<file path="config.mk">
export PLATFORM = sky130hd
export DESIGN_NAME = uart_receiver
export DESIGN_NICKNAME = d
export VERILOG_FILES = /design/src/rtl/uart_pkg.sv /design/src/rtl/uart_rx_tick_gen.sv /design/src/rtl/uart_receiver.sv
export SDC_FILE = /design/constraint.sdc
export NUM_CORES = 1
export LEC_CHECK = 0
export ABC_AREA = 0
export CORE_ASPECT_RATIO = 0.5
export CORE_MARGIN = 2
export CORE_UTILIZATION = 52
export DETAILED_ROUTE_END_ITERATION = 16
export PLACE_DENSITY = 0.82
export SLEW_MARGIN = 20
export SYNTH_ARGS = -nofsm -noshare
export SYNTH_HDL_FRONTEND = slang
export SYNTH_SLANG_ARGS = --single-unit
</file>
<file path="constraint.sdc">
create_clock -name clk -period 2 [get_ports clk]
set_input_delay 0.3 -clock clk [delete_from_list [all_inputs] [get_ports clk]]
set_output_delay 0.3 -clock clk [all_outputs]
set_load 0.005 [all_outputs]
</file>
<file path="src/rtl/uart_pkg.sv">
// Shared constants for the UART receiver: baud encodings, 16x tick divisors at 18.432 MHz,
// receiver FSM states and the default oversampling ratio.
package uart_pkg;

  localparam logic [1:0] BAUD_9600   = 2'b00;
  localparam logic [1:0] BAUD_19200  = 2'b01;
  localparam logic [1:0] BAUD_38400  = 2'b10;
  localparam logic [1:0] BAUD_115200 = 2'b11;

  localparam int DIV_9600   = 120;
  localparam int DIV_19200  = 60;
  localparam int DIV_38400  = 30;
  localparam int DIV_115200 = 10;
  localparam int DIV_W      = 7;

  localparam int OVERSAMPLE_DEF = 16;

  typedef enum logic [2:0] {
    ST_IDLE,
    ST_START,
    ST_DATA,
    ST_PARITY,
    ST_STOP,
    ST_BREAK
  } rx_state_t;

  function automatic logic [DIV_W-1:0] baud_divisor(input logic [1:0] sel);
    logic [DIV_W-1:0] div;
    case (sel)
      BAUD_9600:   div = DIV_W'(DIV_9600);
      BAUD_19200:  div = DIV_W'(DIV_19200);
      BAUD_38400:  div = DIV_W'(DIV_38400);
      BAUD_115200: div = DIV_W'(DIV_115200);
      default:     div = DIV_W'(DIV_9600);
    endcase
    return div;
  endfunction

endpackage

</file>
<file path="src/rtl/uart_rx_tick_gen.sv">
// Oversampling tick generator: one-clock tick every baud_divisor(baud_sel) clocks.
// A clear restarts the count so ticks line up with the detected start edge.
module uart_rx_tick_gen
  import uart_pkg::*;
(
  input  logic       clk,
  input  logic       rst,
  input  logic [1:0] baud_sel,
  input  logic       clear,
  output logic       tick
);

  logic [DIV_W-1:0] cnt;
  logic [DIV_W-1:0] div_m1;

  assign div_m1 = baud_divisor(baud_sel) - DIV_W'(1);

  always_ff @(posedge clk or posedge rst) begin
    if (rst) begin
      cnt  <= '0;
      tick <= 1'b0;
    end else if (clear) begin
      cnt  <= '0;
      tick <= 1'b0;
    end else if (cnt == div_m1) begin
      cnt  <= '0;
      tick <= 1'b1;
    end else begin
      cnt  <= cnt + DIV_W'(1);
      tick <= 1'b0;
    end
  end

endmodule

</file>
<file path="src/rtl/uart_receiver.sv">
// 16x-oversampled UART receiver (8N1 by default). Define UART_RX_PARITY_EN to add a parity
// bit after the data bits, with sense chosen by PARITY_ODD; the port list is the same either way.
module uart_receiver
  import uart_pkg::*;
#(
  parameter int DATA_BITS  = 8,
  parameter int OVERSAMPLE = OVERSAMPLE_DEF,
  parameter int PARITY_ODD = 0
) (
  input  logic                 clk,
  input  logic                 rst,
  input  logic [1:0]           baud_sel,
  input  logic                 rx,
  output logic [DATA_BITS-1:0] rx_data,
  output logic                 rx_valid,
  output logic                 frame_err,
  output logic                 parity_err,
  output logic                 busy
);

  localparam int PH_W = $clog2(OVERSAMPLE);
  localparam int BC_W = 4;
  localparam logic [PH_W-1:0] PH_MID  = PH_W'(OVERSAMPLE / 2 - 1);
  localparam logic [PH_W-1:0] PH_END  = PH_W'(OVERSAMPLE - 1);
  localparam logic [BC_W-1:0] BC_LAST = BC_W'(DATA_BITS - 1);

  logic                 rx_p0, rxs, rxs_p2;
  rx_state_t            state;
  logic [1:0]           baud_lat;
  logic [PH_W-1:0]      phase;
  logic [BC_W-1:0]      bit_cnt;
  logic [DATA_BITS-1:0] shift_q;
  logic                 tick;
  logic                 start_edge;
`ifdef UART_RX_PARITY_EN
  logic                 parity_bad;
`endif

  // Stage p0/p1: two-flop synchronizer; rxs_p2 keeps the previous value for edge detection
  always_ff @(posedge clk or posedge rst) begin
    if (rst) begin
      rx_p0  <= 1'b1;
      rxs    <= 1'b1;
      rxs_p2 <= 1'b1;
    end else begin
      rx_p0  <= rx;
      rxs    <= rx_p0;
      rxs_p2 <= rxs;
    end
  end

  assign start_edge = (state == ST_IDLE) && rxs_p2 && !rxs;

  uart_rx_tick_gen u_tick_gen (
    .clk      (clk),
    .rst      (rst),
    .baud_sel (baud_lat),
    .clear    (start_edge),
    .tick     (tick)
  );

  always_ff @(posedge clk or posedge rst) begin
    if (rst) begin
      state      <= ST_IDLE;
      baud_lat   <= BAUD_9600;
      phase      <= '0;
      bit_cnt    <= '0;
      shift_q    <= '0;
      rx_data    <= '0;
      rx_valid   <= 1'b0;
      frame_err  <= 1'b0;
      parity_err <= 1'b0;
      busy       <= 1'b0;
`ifdef UART_RX_PARITY_EN
      parity_bad <= 1'b0;
`endif
    end else begin
      rx_valid   <= 1'b0;
      frame_err  <= 1'b0;
      parity_err <= 1'b0;
      case (state)
        ST_IDLE: begin
          baud_lat <= baud_sel;
          if (start_edge) begin
            state   <= ST_START;
            busy    <= 1'b1;
            phase   <= '0;
            bit_cnt <= '0;
          end
        end
        // Start bit is checked half a bit in; afterwards every sample lands mid-bit
        ST_START: begin
          if (tick) begin
            if (phase == PH_MID) begin
              phase <= '0;
              if (rxs) begin
                state <= ST_IDLE;
                busy  <= 1'b0;
              end else begin
                state <= ST_DATA;
              end
            end else begin
              phase <= phase + PH_W'(1);
            end
          end
        end
        ST_DATA: begin
          if (tick) begin
            if (phase == PH_END) begin
              phase   <= '0;
              shift_q <= {rxs, shift_q[DATA_BITS-1:1]};
              bit_cnt <= bit_cnt + BC_W'(1);
              if (bit_cnt == BC_LAST) begin
`ifdef UART_RX_PARITY_EN
                state <= ST_PARITY;
`else
                state <= ST_STOP;
`endif
              end
            end else begin
              phase <= phase + PH_W'(1);
            end
          end
        end
`ifdef UART_RX_PARITY_EN
        ST_PARITY: begin
          if (tick) begin
            if (phase == PH_END) begin
              phase      <= '0;
              parity_bad <= rxs != ((^shift_q) ^ PARITY_ODD[0]);
              state      <= ST_STOP;
            end else begin
              phase <= phase + PH_W'(1);
            end
          end
        end
`endif
        // Leaving at mid-stop lets the next start edge arrive with no idle gap
        ST_STOP: begin
          if (tick) begin
            if (phase == PH_END) begin
              phase <= '0;
              if (rxs) begin
                rx_data  <= shift_q;
                rx_valid <= 1'b1;
`ifdef UART_RX_PARITY_EN
                parity_err <= parity_bad;
`endif
                state    <= ST_IDLE;
                busy     <= 1'b0;
              end else begin
                frame_err <= 1'b1;
                state     <= ST_BREAK;
              end
            end else begin
              phase <= phase + PH_W'(1);
            end
          end
        end
        ST_BREAK: begin
          if (rxs) begin
            state <= ST_IDLE;
            busy  <= 1'b0;
          end
        end
        default: begin
          state <= ST_IDLE;
          busy  <= 1'b0;
        end
      endcase
    end
  end

endmodule

</file>
==> flow_metrics.tcl, run 1 <==
set metrics [dict create \
    outcome "complete, no violations" \
    start_util 0.545 \
    p_seq_frac 0.470 \
    path_cells "buf_4 > nor3b_1 > a21oi_1 > nand4bb_1 > mux2_2" \
    cp_slowest_cell "dfrtp_1" \
    yosysSeqAreaShare 0.502 \
    final_common_cell "dfrtp_1" \
    dpl.hpwl_mm 2.86 \
    worstSetupStartpointType "register" \
    crit_family "simple AND/OR/NAND/NOR gates" \
    intPower_mw 1.69 \
    holdPathStages 0 \
    h-tree-depth 2 \
    synth_flop_cell "dfrtp_1" \
    crit_arrival_ps 2110 \
    fmax_mhz 517 \
    post_cts_buffers 0 \
    netSwitchingFraction 0.333 \
    finClkSkew_ps 5.90 \
    timing.critical_path.buf_inv 1 \
    critPathMaxFanout 11 \
    switchingPower_mw 0.842 \
    yosys-top-cells-area "dfrtp_1, mux2_4, mux2_2, dfstp_2, nand3_1" \
    fin_setup_tns_ps 0 \
    routed_wl_mm 4.08 \
    dieArea_um2 4700 \
    hold_violations 0 \
    cts_made_buffers 5 \
    grt_pass1_vias 1489 \
    routabilityCongestion 0.834 \
    vias 1478 \
    p_clk_frac 0.234 \
    min_from "rx_p0$_DFF_PP1_" \
    cap_violations 0 \
    firstDrtPassIters 4 \
    ys_types 51 \
    ir_drop_v 0.000452 \
    ys.warnings.count 0 \
    post-route-min-period_ps 1940 \
    postSynth.asyncResetShare 1.00 \
    ios 17 \
    hold_class "reg2reg" \
    reg2reg_to "state[1]$_DFFE_PP0P_" \
    synth_area_um2 2150 \
    syn_to_final_growth_pct 16.9 \
    antenna_found_initial 0 \
    synth_top_area_cell "dfrtp_1" \
    power.leakage_nw 1.17 \
    overflow 0 \
    cts-resized-gates 0 \
    fin_nets 214 \
    cp_slowest_stage_delay_ps 470 \
    cts.sinks 43 \
    fill_cells 289 \
    cts_root_buf "clkbuf_8" \
    power_density_nw_per_um2 1010 \
    multi_input_area_um2 982 \
    n_antenna_cell 0 \
    seq_area_um2 1080 \
    synth_edf_count 0 \
    drc 0 \
    rsz0062_at_grt "no" \
    synth_seq_cells 43 \
    required_ps 2180 \
    tritoncts "done" \
    postSynthCellCount 182 \
    clkLatencyLatePin_ps 290 \
    min_period_over_period 0.968 \
    timing.rr.start "state[0]$_DFFE_PP0P_" \
    fp.dieW_um 94.9 \
    synth_top_area_frac 0.466 \
    die_h_um 49.5 \
    post-place-cells 253 \
    path_clk_slew_ps 70 \
    portBuffers 15 \
    r2r_cells 5 \
    post-route-util 0.637 \
    grtUsageTotal 0.198 \
    rows 16 \
    finalPower_mw 2.53 \
    layout.cells.non_filler 261 \
    ant_nets 0 \
    timing.reg2reg.setup_slack_ps 60 \
    syn_nets 190 \
    drive_above_1_share 0.237 \
    path_class "reg2reg" \
    wire_per_inst_um 15.6 \
    cts_hold_buf 0 \
    hold-path-endpoint "rxs$_DFF_PP1_" \
    avgSynthCellArea_um2 11.8 \
    final_cell_mix "dfrtp_1, clkdlybuf4s50_1, mux2_2, nor2_1, buf_4" \
    grt_max_degree 44 \
    worst_setup_path_end_kind "register" \
    clock_path_buffers 2 \
    grt_first_pass_wirelength_mm 7.12 \
    drv_slew 0 \
    combPwrFrac 0.296 \
    vias_per_cell 5.66 \
    drt_iter0_drc 103 \
    setup_viol 0 \
    coreArea_um2 3940 \
]
cells in the mapped netlist, types with 4 or more instances:
library cell  count
mux2_2           12
xnor2_1           5
nand3_1           9
mux2_4            9
nor2_1           11
inv_1             8
nor3b_1           4
dfrtp_1          40
o21ai_0           4
buf_2             5
nor3_1            8
nand2_1           8
stage by stage:
step,setup WS (ps),area [um2],hold slack (ps)
after CTS,92.9,2510,360
after global routing,23.3,2510,362
final,64.2,2510,359
after floorplan,189,2150,304
after global placement,180,2410,348
after detailed placement,147,2410,349
final cells by class:
type / count / share of cell area
repair buffers: 27 / 0.101
well taps: 54 / 0.0269
inverters: 8 / 0.0120
multi-input cells: 121 / 0.391
flip-flops and latches: 43 / 0.430
clock buffers: 8 / 0.0398
registers in the layout (all words and copies together) (netlist names):
signal	cells
baud_lat	2
rx_data	8
rxs	1
shift_q	8
u_tick_gen.cnt	7
frame_err	1
u_tick_gen.tick	1
phase	4
busy	1
bit_cnt	4
rx_p0	1
rx_valid	1
rxs_p2	1
state	3
metal layers:
| metal | wire (um) | up-vias | track usage | share of wire |
|---|---|---|---|---|
| met5 | 0 | - | 0 | 0 |
| met4 | 95 | 0 | 0.0725 | 0.023 |
| met3 | 122 | 11 | 0.0367 | 0.030 |
| met2 | 1950 | 30 | 0.326 | 0.48 |
| met1 | 1910 | 735 | 0.263 | 0.47 |
| li1 | - | 702 | - | - |
cell families (layout without fill, tap and decap cells):
family                   count (synthesis)  count (layout)  synth area share
AND/OR/NAND/NOR                         59              59             0.164
multiplexers                            23              23             0.135
flip-flops                              43              43             0.502
AO/OA/AOI/OAI                           25              25            0.0966
buffers and inverters                   18              43            0.0413
XOR/XNOR                                 8               8            0.0326
adder cells (fa/ha/maj)                  5               5            0.0268
other                                    1               1           0.00174
power groups by stage:
| stage | Combinational [mW] | Clock, mW | Sequential, mW |
|---|---|---|---|
| after detailed placement | 0.741 | 0 | 1.20 |
| after global routing | 0.823 | 0.636 | 1.22 |
| after CTS | 0.750 | 0.602 | 1.18 |
| after floorplan | 0.574 | 0 | 1.14 |
| after global placement | 0.707 | 0 | 1.19 |
| final | 0.749 | 0.592 | 1.19 |
worst max-delay path by stage:
stage                     slack [ps]  cells after the start            startpoint                      to
final                             60                      5  state[0]$_DFFE_PP0P_    state[1]$_DFFE_PP0P_
after global routing              20                      5  state[0]$_DFFE_PP0P_    state[1]$_DFFE_PP0P_
after CTS                         90                      4         rxs$_DFF_PP1_    state[1]$_DFFE_PP0P_
after detailed placement         150                      5  state[0]$_DFFE_PP0P_    state[1]$_DFFE_PP0P_
after global placement           180                      4  state[0]$_DFFE_PP0P_  rx_data[5]$_DFFE_PP0P_
after floorplan                  190                      5         rxs$_DFF_PP1_    state[1]$_DFFE_PP0P_
(Power assumes the default switching activity.)
==> run 2: changes to the inputs <==
Settings changed: ABC_AREA 0 to 1.
==> run 2 against run 1 <==
Net effect: clock skew is 2.5 ps higher; first-iteration DRC count decreased by 8.7%; synthesized cell count rose by 45%; flip-flop and latch count is the same; cell area shrank 2.3%; clock power rose by 2%; power rose by 16%; count of clock-buffer cells in the layout is the same; core utilization is 1.5 points lower; non-clock buffer count fell by 11.
==> flow_metrics.tcl, run 2 <==
set metrics [dict create \
    fp.dieW_um 95.1 \
    drive_above_1_share 0.137 \
    timing.rr.start "phase[1]$_DFFE_PP0P_" \
    final_common_cell "nand2_1" \
    wire_per_inst_um 12.0 \
    syn_to_final_growth_pct 13.6 \
    clock_path_buffers 2 \
    required_ps 2170 \
    critPathMaxFanout 16 \
    avgSynthCellArea_um2 8.18 \
    finClkSkew_ps 8.42 \
    cts_hold_buf 0 \
    cap_violations 0 \
    cts-resized-gates 0 \
    hold_violations 0 \
    start_util 0.548 \
    fin_setup_tns_ps 0 \
    synth_flop_cell "dfrtp_1" \
    yosys-top-cells-area "dfrtp_1, nand2_1, nand3_1, nor2_1, inv_1" \
    cts_root_buf "clkbuf_8" \
    synth_top_area_cell "dfrtp_1" \
    postSynth.asyncResetShare 1.00 \
    h-tree-depth 2 \
    dpl.hpwl_mm 2.91 \
    power_density_nw_per_um2 1200 \
    firstDrtPassIters 5 \
    vias_per_cell 5.19 \
    overflow 0 \
    synth_seq_cells 43 \
    n_antenna_cell 0 \
    synth_top_area_frac 0.463 \
    cp_slowest_stage_delay_ps 380 \
    seq_area_um2 1080 \
    fmax_mhz 607 \
    synth_area_um2 2160 \
    synth.most_common_cell "nand2_1" \
    setup_viol 0 \
    routed_wl_mm 4.06 \
    vias 1754 \
    power.leakage_nw 1.21 \
    postSynthCellCount 264 \
    cp_slowest_cell "dfrtp_1" \
    fin_nets 291 \
    ir_drop_v 0.000504 \
    rows 16 \
    path_class "reg2reg" \
    post-route-min-period_ps 1650 \
    yosysSeqAreaShare 0.500 \
    ys.warnings.count 0 \
    grtUsageTotal 0.192 \
    crit_arrival_ps 1820 \
    drv_slew 0 \
    grt_pass1_vias 1709 \
    ys_types 28 \
    tightestPinTransition_ps 530 \
    synth_edf_count 0 \
    hold_class "reg2reg" \
    relSlewSlack 0.646 \
    path_clk_slew_ps 80 \
    final_cell_mix "nand2_1, dfrtp_1, nor2_1, inv_1, nand3_1" \
    worstSetupStartpointType "register" \
    cts.sinks 43 \
    min_from "rx_p0$_DFF_PP1_" \
    portBuffers 15 \
    holdPathStages 0 \
    path_cells "ha_1 > nand2_1 > inv_2 > nand2_2 > nor2_4 > nand3_2 > nand2_1 > o21ai_2" \
    drc 0 \
    reg2reg_to "rx_data[7]$_DFFE_PP0P_" \
    rsz0062_at_grt "no" \
    ant_nets 0 \
    antenna_found_initial 0 \
    post_cts_buffers 0 \
    tritoncts "done" \
    dieArea_um2 4720 \
    crit_path_frequent_cell "nand2_1" \
    die_h_um 49.6 \
    fill_cells 319 \
    grt_max_degree 44 \
    cts_made_buffers 5 \
    ios 17 \
    syn_nets 272 \
    multi_input_area_um2 932 \
    min_period_over_period 0.823 \
    reg_top3 "rx_data: 8 flops, shift_q: 8 flops, u_tick_gen.cnt: 7 flops" \
    synth_common_cells "nand2_1, dfrtp_1, nor2_1, inv_1, nand3_1" \
    placed_area_um2 2350 \
    coreArea_um2 3940 \
    worst_setup_path_end_kind "register" \
    routabilityCongestion 0.913 \
    drt_iter0_drc 94 \
    outcome "complete, no violations" \
    grt_first_pass_wirelength_mm 7.16 \
    hold-path-endpoint "rxs$_DFF_PP1_" \
    clkLatencyLatePin_ps 290 \
    design_area_um2 2450 \
    timing.reg2reg.setup_slack_ps 350 \
    r2r_cells 8 \
]
[run 2: changes by cell type after synthesis, sizes merged, moves of 5 or more]
cell and change:
nand3 +15, mux2 -21, inv +23, xnor2 -5, nand2 +76, nor2 +23
o21ai +17, nor3 -5
[run 2: per-stage QoR]
| step | utilization | setup WS (ps) | power [mW] | std cells | hold slack, ps |
|---|---|---|---|---|---|
| floorplan | - | 642 | 2.09 | 264 | 304 |
| global placement | 0.597 | 458 | 2.27 | 330 | 345 |
| detailed placement | 0.597 | 378 | 2.33 | 330 | 347 |
| CTS | 0.622 | 350 | 2.95 | 338 | 359 |
| global route | 0.622 | 200 | 3.18 | 338 | 360 |
| finish | 0.622 | 353 | 2.94 | 338 | 358 |
[run 2: worst max-delay path by stage]
stage	start	endpoint	cells after the start
3_3_place_gp	phase[0]$_DFFE_PP0P_	rx_data[3]$_DFFE_PP0P_	8
3_5_place_dp	phase[1]$_DFFE_PP0P_	rx_data[7]$_DFFE_PP0P_	8
4_1_cts	phase[1]$_DFFE_PP0P_	rx_data[7]$_DFFE_PP0P_	8
6_report	phase[1]$_DFFE_PP0P_	rx_data[7]$_DFFE_PP0P_	8
2_1_floorplan	phase[0]$_DFFE_PP0P_	rx_data[5]$_DFFE_PP0P_	9
5_1_grt	phase[0]$_DFFE_PP0P_	rx_data[2]$_DFFE_PP0P_	8
[run 2: final cells by class]
cell class              instances  share of cell area
clock buffers                   8              0.0408
inverters                      31              0.0474
multi-input cells             186               0.380
flip-flops and latches         43               0.440
well taps                      54              0.0275
repair buffers                 16              0.0643
[run 2: logic make-up after synthesis]
| family | after synthesis | share of synthesized area |
|---|---|---|
| buf+inv | 35 | 0.0684 |
| flops | 43 | 0.500 |
| simple gates | 152 | 0.324 |
| xor+xnor | 3 | 0.0122 |
| fa+ha+maj | 3 | 0.0174 |
| compound gates | 27 | 0.0759 |
| other cells | 1 | 0.00174 |
[run 2: critical path: cells and delay by family, from the launching register on]
| family | cells | cell delay, ps |
|---|---|---|
| adder cells (fa/ha/maj) | 1 | 180 |
| flip-flops | 1 | 380 |
| buffers and inverters | 1 | 90 |
| AND/OR/NAND/NOR | 5 | 800 |
| AO/OA/AOI/OAI | 1 | 60 |
[run 2: power breakdown]
part | internal [mW] | switching (mW)
Sequential | 1.04 | 0.186
Clock | 0.315 | 0.286
Combinational | 0.388 | 0.720
Total | 1.75 | 1.19
[run 2: per-layer routing]
| metal | share of wire | vias up | track usage |
|---|---|---|---|
| met1 | 0.47 | 844 | 0.244 |
| met2 | 0.49 | 46 | 0.327 |
| met3 | 0.041 | 2 | 0.0505 |
| met4 | 0.0034 | 0 | 0.0531 |
| li1 | - | 862 | - |
| met5 | 0 | - | 0 |
